### src/rtl/whack_target_judge.sv
`default_nettype none
// ============================================================================
//  Module      : whack_target_judge
//  Description : Round controller for the whack-a-target game. Takes a 1..9
//                value from the random source, lights it as the target,
//                judges the keypad press inside a time window and keeps a
//                two-digit BCD score plus the remaining lives.
//  Revision    : 1.0 - initial release
// ----------------------------------------------------------------------------
//  Ports
//    clk          in   system clock
//    rstn         in   asynchronous active-low reset
//    start        in   single-cycle start request (IDLE / OVER only)
//    rand_num     in   [7:0] random value, usable only when 1..9
//    key_valid    in   single-cycle keypad strobe
//    key_code     in   [3:0] pressed key, sampled with key_valid
//    target       out  [3:0] lit target, 0 when none
//    target_valid out  target lit, window running
//    score_bcd    out  [7:0] BCD score {tens, ones}, saturates at 99
//    lives        out  [1:0] remaining lives
//    hit_pulse    out  one-cycle hit indication
//    miss_pulse   out  one-cycle miss indication (wrong key or timeout)
//    game_over    out  high while the game is over
// ============================================================================
module whack_target_judge #(
  parameter int WINDOW_CYCLES = 50_000_000,
  parameter int HOLD_CYCLES   = 25_000_000,
  parameter int START_LIVES   = 3
) (
  input  logic       clk,
  input  logic       rstn,
  input  logic       start,
  input  logic [7:0] rand_num,
  input  logic       key_valid,
  input  logic [3:0] key_code,
  output logic [3:0] target,
  output logic       target_valid,
  output logic [7:0] score_bcd,
  output logic [1:0] lives,
  output logic       hit_pulse,
  output logic       miss_pulse,
  output logic       game_over
);

  // One counter serves both the SHOW window and the RESULT hold time.
  localparam int c_max_count = (WINDOW_CYCLES > HOLD_CYCLES) ? WINDOW_CYCLES : HOLD_CYCLES;
  localparam int c_cnt_w     = (c_max_count > 1) ? $clog2(c_max_count) : 1;

  localparam logic [c_cnt_w-1:0] c_win_last  = c_cnt_w'(WINDOW_CYCLES - 1);
  localparam logic [c_cnt_w-1:0] c_hold_last = c_cnt_w'(HOLD_CYCLES - 1);
  localparam logic [c_cnt_w-1:0] c_cnt_one   = c_cnt_w'(1);
  localparam logic [1:0]         c_lives_ld  = 2'(START_LIVES);

  typedef enum logic [2:0] {
    ST_IDLE   = 3'd0,
    ST_ARM    = 3'd1,
    ST_SHOW   = 3'd2,
    ST_RESULT = 3'd3,
    ST_OVER   = 3'd4
  } state_t;

  state_t             r_state, w_state_nxt;
  logic [c_cnt_w-1:0] r_cnt, w_cnt_nxt;
  logic [3:0]         r_target, w_target_nxt;
  logic [3:0]         r_prev, w_prev_nxt;
  logic               r_target_valid, w_target_valid_nxt;
  logic [7:0]         r_score, w_score_nxt;
  logic [1:0]         r_lives, w_lives_nxt;
  logic               r_hit, w_hit_nxt;
  logic               r_miss, w_miss_nxt;
  logic               r_game_over, w_game_over_nxt;

  // Random value screening and repeat avoidance: a value equal to the
  // previous target is bumped to the next number, 9 wrapping to 1.
  logic [3:0] w_rand_lo;
  logic       w_rand_ok;
  logic [3:0] w_cand;

  assign w_rand_lo = rand_num[3:0];
  assign w_rand_ok = (rand_num[7:4] == 4'd0) && (w_rand_lo != 4'd0) && (w_rand_lo <= 4'd9);
  assign w_cand    = (w_rand_lo != r_prev) ? w_rand_lo :
                     (w_rand_lo == 4'd9)   ? 4'd1 : (w_rand_lo + 4'd1);

  // A key on the expiry cycle takes priority over the timeout.
  logic w_key_hit, w_key_miss, w_timeout, w_judged;

  assign w_key_hit  = key_valid && (key_code == r_target);
  assign w_key_miss = key_valid && (key_code != r_target);
  assign w_timeout  = !key_valid && (r_cnt == c_win_last);
  assign w_judged   = key_valid || w_timeout;

  // Saturating BCD increment.
  logic [7:0] w_score_inc;

  always_comb begin
    w_score_inc = r_score;
    if (r_score != 8'h99) begin
      if (r_score[3:0] == 4'd9) begin
        w_score_inc = {r_score[7:4] + 4'd1, 4'd0};
      end else begin
        w_score_inc = {r_score[7:4], r_score[3:0] + 4'd1};
      end
    end
  end

  always_comb begin
    w_state_nxt        = r_state;
    w_cnt_nxt          = r_cnt;
    w_target_nxt       = r_target;
    w_prev_nxt         = r_prev;
    w_target_valid_nxt = r_target_valid;
    w_score_nxt        = r_score;
    w_lives_nxt        = r_lives;
    w_hit_nxt          = 1'b0;
    w_miss_nxt         = 1'b0;

    case (r_state)
      ST_IDLE, ST_OVER: begin
        if (start) begin
          w_score_nxt = 8'h00;
          w_lives_nxt = c_lives_ld;
          w_state_nxt = ST_ARM;
        end
      end

      ST_ARM: begin
        if (w_rand_ok) begin
          w_target_nxt       = w_cand;
          w_prev_nxt         = w_cand;
          w_cnt_nxt          = '0;
          w_target_valid_nxt = 1'b1;
          w_state_nxt        = ST_SHOW;
        end
      end

      ST_SHOW: begin
        w_cnt_nxt = r_cnt + c_cnt_one;
        if (w_key_hit) begin
          w_score_nxt = w_score_inc;
          w_hit_nxt   = 1'b1;
        end
        if (w_key_miss || w_timeout) begin
          w_lives_nxt = r_lives - 2'd1;
          w_miss_nxt  = 1'b1;
        end
        if (w_judged) begin
          w_target_valid_nxt = 1'b0;
          w_target_nxt       = 4'd0;
          w_cnt_nxt          = '0;
          // Losing the last life ends the game.
          w_state_nxt = (!w_key_hit && (r_lives == 2'd1)) ? ST_OVER : ST_RESULT;
        end
      end

      ST_RESULT: begin
        if (r_cnt == c_hold_last) begin
          w_cnt_nxt   = '0;
          w_state_nxt = ST_ARM;
        end else begin
          w_cnt_nxt = r_cnt + c_cnt_one;
        end
      end

      default: begin
        w_state_nxt = ST_IDLE;
      end
    endcase

    w_game_over_nxt = (w_state_nxt == ST_OVER);
  end

  always_ff @(posedge clk or negedge rstn) begin
    if (!rstn) begin
      r_state        <= ST_IDLE;
      r_cnt          <= '0;
      r_target       <= 4'd0;
      r_prev         <= 4'd0;
      r_target_valid <= 1'b0;
      r_score        <= 8'h00;
      r_lives        <= 2'd0;
      r_hit          <= 1'b0;
      r_miss         <= 1'b0;
      r_game_over    <= 1'b0;
    end else begin
      r_state        <= w_state_nxt;
      r_cnt          <= w_cnt_nxt;
      r_target       <= w_target_nxt;
      r_prev         <= w_prev_nxt;
      r_target_valid <= w_target_valid_nxt;
      r_score        <= w_score_nxt;
      r_lives        <= w_lives_nxt;
      r_hit          <= w_hit_nxt;
      r_miss         <= w_miss_nxt;
      r_game_over    <= w_game_over_nxt;
    end
  end

  assign target       = r_target;
  assign target_valid = r_target_valid;
  assign score_bcd    = r_score;
  assign lives        = r_lives;
  assign hit_pulse    = r_hit;
  assign miss_pulse   = r_miss;
  assign game_over    = r_game_over;

endmodule
`default_nettype wire

### config.mk
export PLATFORM = sky130hd
export DESIGN_NAME = whack_target_judge
export DESIGN_NICKNAME = d
export VERILOG_FILES = /design/src/rtl/whack_target_judge.sv
export SDC_FILE = /design/constraint.sdc
export NUM_CORES = 1
export LEC_CHECK = 0
export BUFFER_PORTS_ARGS = -buffer_cell sky130_fd_sc_hd__buf_2
export CORE_MARGIN = 1
export CORE_UTILIZATION = 60
export CTS_BUF_LIST = sky130_fd_sc_hd__clkbuf_8
export DETAILED_ROUTE_END_ITERATION = 8
export PLACE_DENSITY_LB_ADDON = 0.1
export SLEW_MARGIN = 20
export SYNTH_ARGS = -nofsm -noshare
export SYNTH_HDL_FRONTEND = slang
export SYNTH_SLANG_ARGS = --single-unit
### constraint.sdc
create_clock -name clk -period 6.34 [get_ports clk]
set_input_delay 0.317 -clock clk [delete_from_list [all_inputs] [get_ports clk]]
set_output_delay 0.317 -clock clk [all_outputs]
set_load 0.02 [all_outputs]
==> impl_metrics.ini <==
[cts]
cts_hold_buf = 0
numCtsBuffers = 5
cts_setup_buffers = 0
clk_pin_slew_ns = 0.10
clock_sinks = 51
cts_tree = yes
clk_latency_ns = 0.31
cts_resized = 0
clockRootBuffer = clkbuf_8
ctsHtreeMaxLevel = 2
clockBufferDepth = 2

[place]
portBuffers = 33
place.detailed.hpwl_mm = 4.808
dp_cells = 427
gp_congestion = 0.8327

[outcome]
outcome = finished, final reports clean

[global_route]
grt_first_pass_wirelength_mm = 11.66
grtUsageTotal_pct = 27.14
grt_pass1_vias = 2493
overflow = 0
grt_max_degree = 52
antenna_found_initial = 0

[finish]
antenna_cells = 0
layout-drive-gt1-share_pct = 14.13
final_cells = 435
syn2layout_area_growth_pct = 9.221
fin_nets = 389
fin_util_pct = 70.46
layout_common_cells = dfrtp_1, buf_2, nand2_1, nor2_1, nand3_1
final_common_cell = dfrtp_1

[floorplanning]
core-area_sq_um = 4880
ios = 34
die_y_microns = 74.44
fp.dieW_microns = 74.44
num_rows = 25
start_util_pct = 64.51
dieArea_sq_um = 5541

[logic_synthesis]
avgSynthCellArea_sq_um = 9.178
synth-seq-area-share_pct = 40.54
ys_async_sr_fraction_pct = 100.0
synth_compound_area_share_pct = 21.42
synth_seq_cells = 51
synth-edff-count = 0
yosys_most_used_dff = dfrtp_1
syn_nets = 365
netlist-cell-type-count = 62
syn_area_sq_um = 3148
synth_xor_area_share_pct = 1.669
yosysWarnings = 0
synthAdderAreaFrac_pct = 2.385
syn_inst = 343
synth_top_family_by_area = simple AND/OR/NAND/NOR gates
synth_mux_area_share_pct = 1.272
synth-simple-area-share_pct = 28.14

[worst_setup_path]
crit_required_ns = 6.53
r2r_slack_ns = 3.66
critPathMaxStageDelay_ns = 0.67
r2r-start = r_cnt[8]
critical_path_class = flip-flop to flip-flop
path_buf_inv = 0
cpMaxStageDelayCell = a311o_2
r2r_cells = 5
end_kind = flip-flop
start_kind = flip-flop
rr_endpoint = r_cnt[14]
cp.arrival_ns = 2.87
critPathMaxFanout = 33
critical_path.top_delay_family = simple AND/OR/NAND/NOR gates
cp_cell_sequence = or4_1 > nor4_2 > a311o_2 > nor2_4 > a221o_1

[detailed_routing]
drt_iter0_markers = 146
avgRoutedWirePerCell_microns = 16.04
drt_pass1_iterations = 4
routed_via_density = 6.437
routed_wl_mm = 6.979
antenna_left = 0
vias = 2800
drcViolationCount = 0

[pwr]
ir_drop_mv = 0.2452
power_switching_mw = 0.4885
leakagePower_nw = 1.464
swShare_pct = 39.96
seq_power_share_pct = 42.2
power_density_nw_per_um2 = 355.5
pwr-share-clk_pct = 21.7
finalPower_mw = 1.222
p_int_mw = 0.7340
comb_power_share_pct = 36.1

[worst_hold_path]
hold_path.class = input pin to asynchronous set/reset pin

[sta]
setup_violations = 0
relSlewSlack_pct = 40.18
fmax_ghz = 0.3727
rsz0062_at_grt = false
min_period_ns = 2.683
finalCritPeriodShare_pct = 42.32
tightest_slew_ns = 0.8891
hold_viol_final = 0
maxSlewViolCount = 0
clock-skew-final_ns = 0.008303
tns_ns = 0

[job]
maxCapViolCount = 0
[routing by layer]
| layer | vias up | wire (microns) | track usage, % |
|---|---|---|---|
| li1 | 1355 | - | - |
| met1 | 1363 | 3236 | 36.94 |
| met2 | 71 | 3379 | 45.25 |
| met3 | 11 | 289 | 4.607 |
| met4 | 0 | 74 | 6.709 |
| met5 | - | 0 | 0 |
[per-stage QoR]
stage / setup WS [ns] / hold slack [ns] / cell area [sq um]
global route: 3.539 / 0.1610 / 3438
detailed placement: 3.723 / 0.4679 / 3306
finish: 3.657 / 0.1059 / 3438
CTS: 3.708 / 0.1259 / 3438
floorplan: 4.183 / 0.02141 / 3148
global placement: 3.778 / 0.4681 / 3306
[worst max path at each step]
stage | start | to | slack (ns) | cells past startpoint
2_1_floorplan | r_cnt[7] | r_cnt[13] | 4.18 | 6
3_3_place_gp | r_cnt[7] | r_cnt[9] | 3.78 | 5
3_5_place_dp | r_cnt[8] | r_cnt[20] | 3.72 | 5
4_1_cts | r_cnt[8] | r_cnt[13] | 3.71 | 5
5_1_grt | r_cnt[7] | r_cnt[14] | 3.54 | 5
6_report | r_cnt[8] | r_cnt[14] | 3.66 | 5
[logic make-up after synthesis]
family,Yosys count
simple gates,159
compound gates,89
flops,51
buf+inv,28
xor+xnor,6
fa+ha+maj,6
mux,4
[final cells by class]
type,count,area [sq um]
multi-input cells,264,1728
clock inverters,3,63.81
inverters,10,37.54
clock buffers,5,68.82
fillers,400,1441
well taps,67,83.83
flip-flops and latches,51,1276
repair buffers,35,180.2
[cell usage after synthesis, types with 4 or more instances]
| master | count | area share (%) |
|---|---|---|
| or3_1 | 5 | 0.99 |
| nor2_1 | 22 | 2.6 |
| o21a_1 | 7 | 1.7 |
| o22ai_1 | 4 | 0.79 |
| or4_1 | 5 | 1.2 |
| nand3_1 | 19 | 3.0 |
| mux2i_1 | 4 | 1.3 |
| a22o_1 | 6 | 1.7 |
| xor2_1 | 4 | 1.1 |
| buf_2 | 4 | 0.64 |
| dfrtp_1 | 51 | 41 |
| inv_1 | 10 | 1.2 |
| nor3b_1 | 5 | 1.2 |
| a21oi_1 | 5 | 0.79 |
| o21ai_0 | 18 | 2.9 |
| nor3_1 | 16 | 2.5 |
| o311ai_0 | 7 | 1.9 |
| and3_1 | 7 | 1.4 |
| nand2_1 | 32 | 3.8 |
| ha_1 | 6 | 2.4 |
| nor2b_1 | 9 | 1.8 |
| o31ai_1 | 6 | 1.4 |
| nand2b_1 | 4 | 0.79 |
| a221o_1 | 5 | 1.6 |
| nor4_1 | 13 | 2.6 |
| clkbuf_1 | 9 | 1.1 |
[sequential cells by signal (all words and copies together) (netlist names)]
signal / cells
lives: 2
score_bcd: 8
target: 4
r_state: 3
miss_pulse: 1
hit_pulse: 1
r_prev: 4
r_cnt: 26
target_valid: 1
game_over: 1
[worst reg2reg max path: cells and delay by family (launching register included)]
family / cells / cell delay, ns
AO/OA/AOI/OAI: 2 / 1.03
flip-flops: 1 / 0.46
AND/OR/NAND/NOR: 3 / 1.08
[power groups by stage]
stage / combinational, mW / clock (mW) / sequential (mW)
3_5_place_dp: 0.440 / 0 / 0.518
2_1_floorplan: 0.311 / 0 / 0.529
5_1_grt: 0.490 / 0.285 / 0.532
6_report: 0.441 / 0.266 / 0.516
4_1_cts: 0.441 / 0.272 / 0.513
3_3_place_gp: 0.427 / 0 / 0.514
Note: power is estimated with default switching activity, not from simulation.
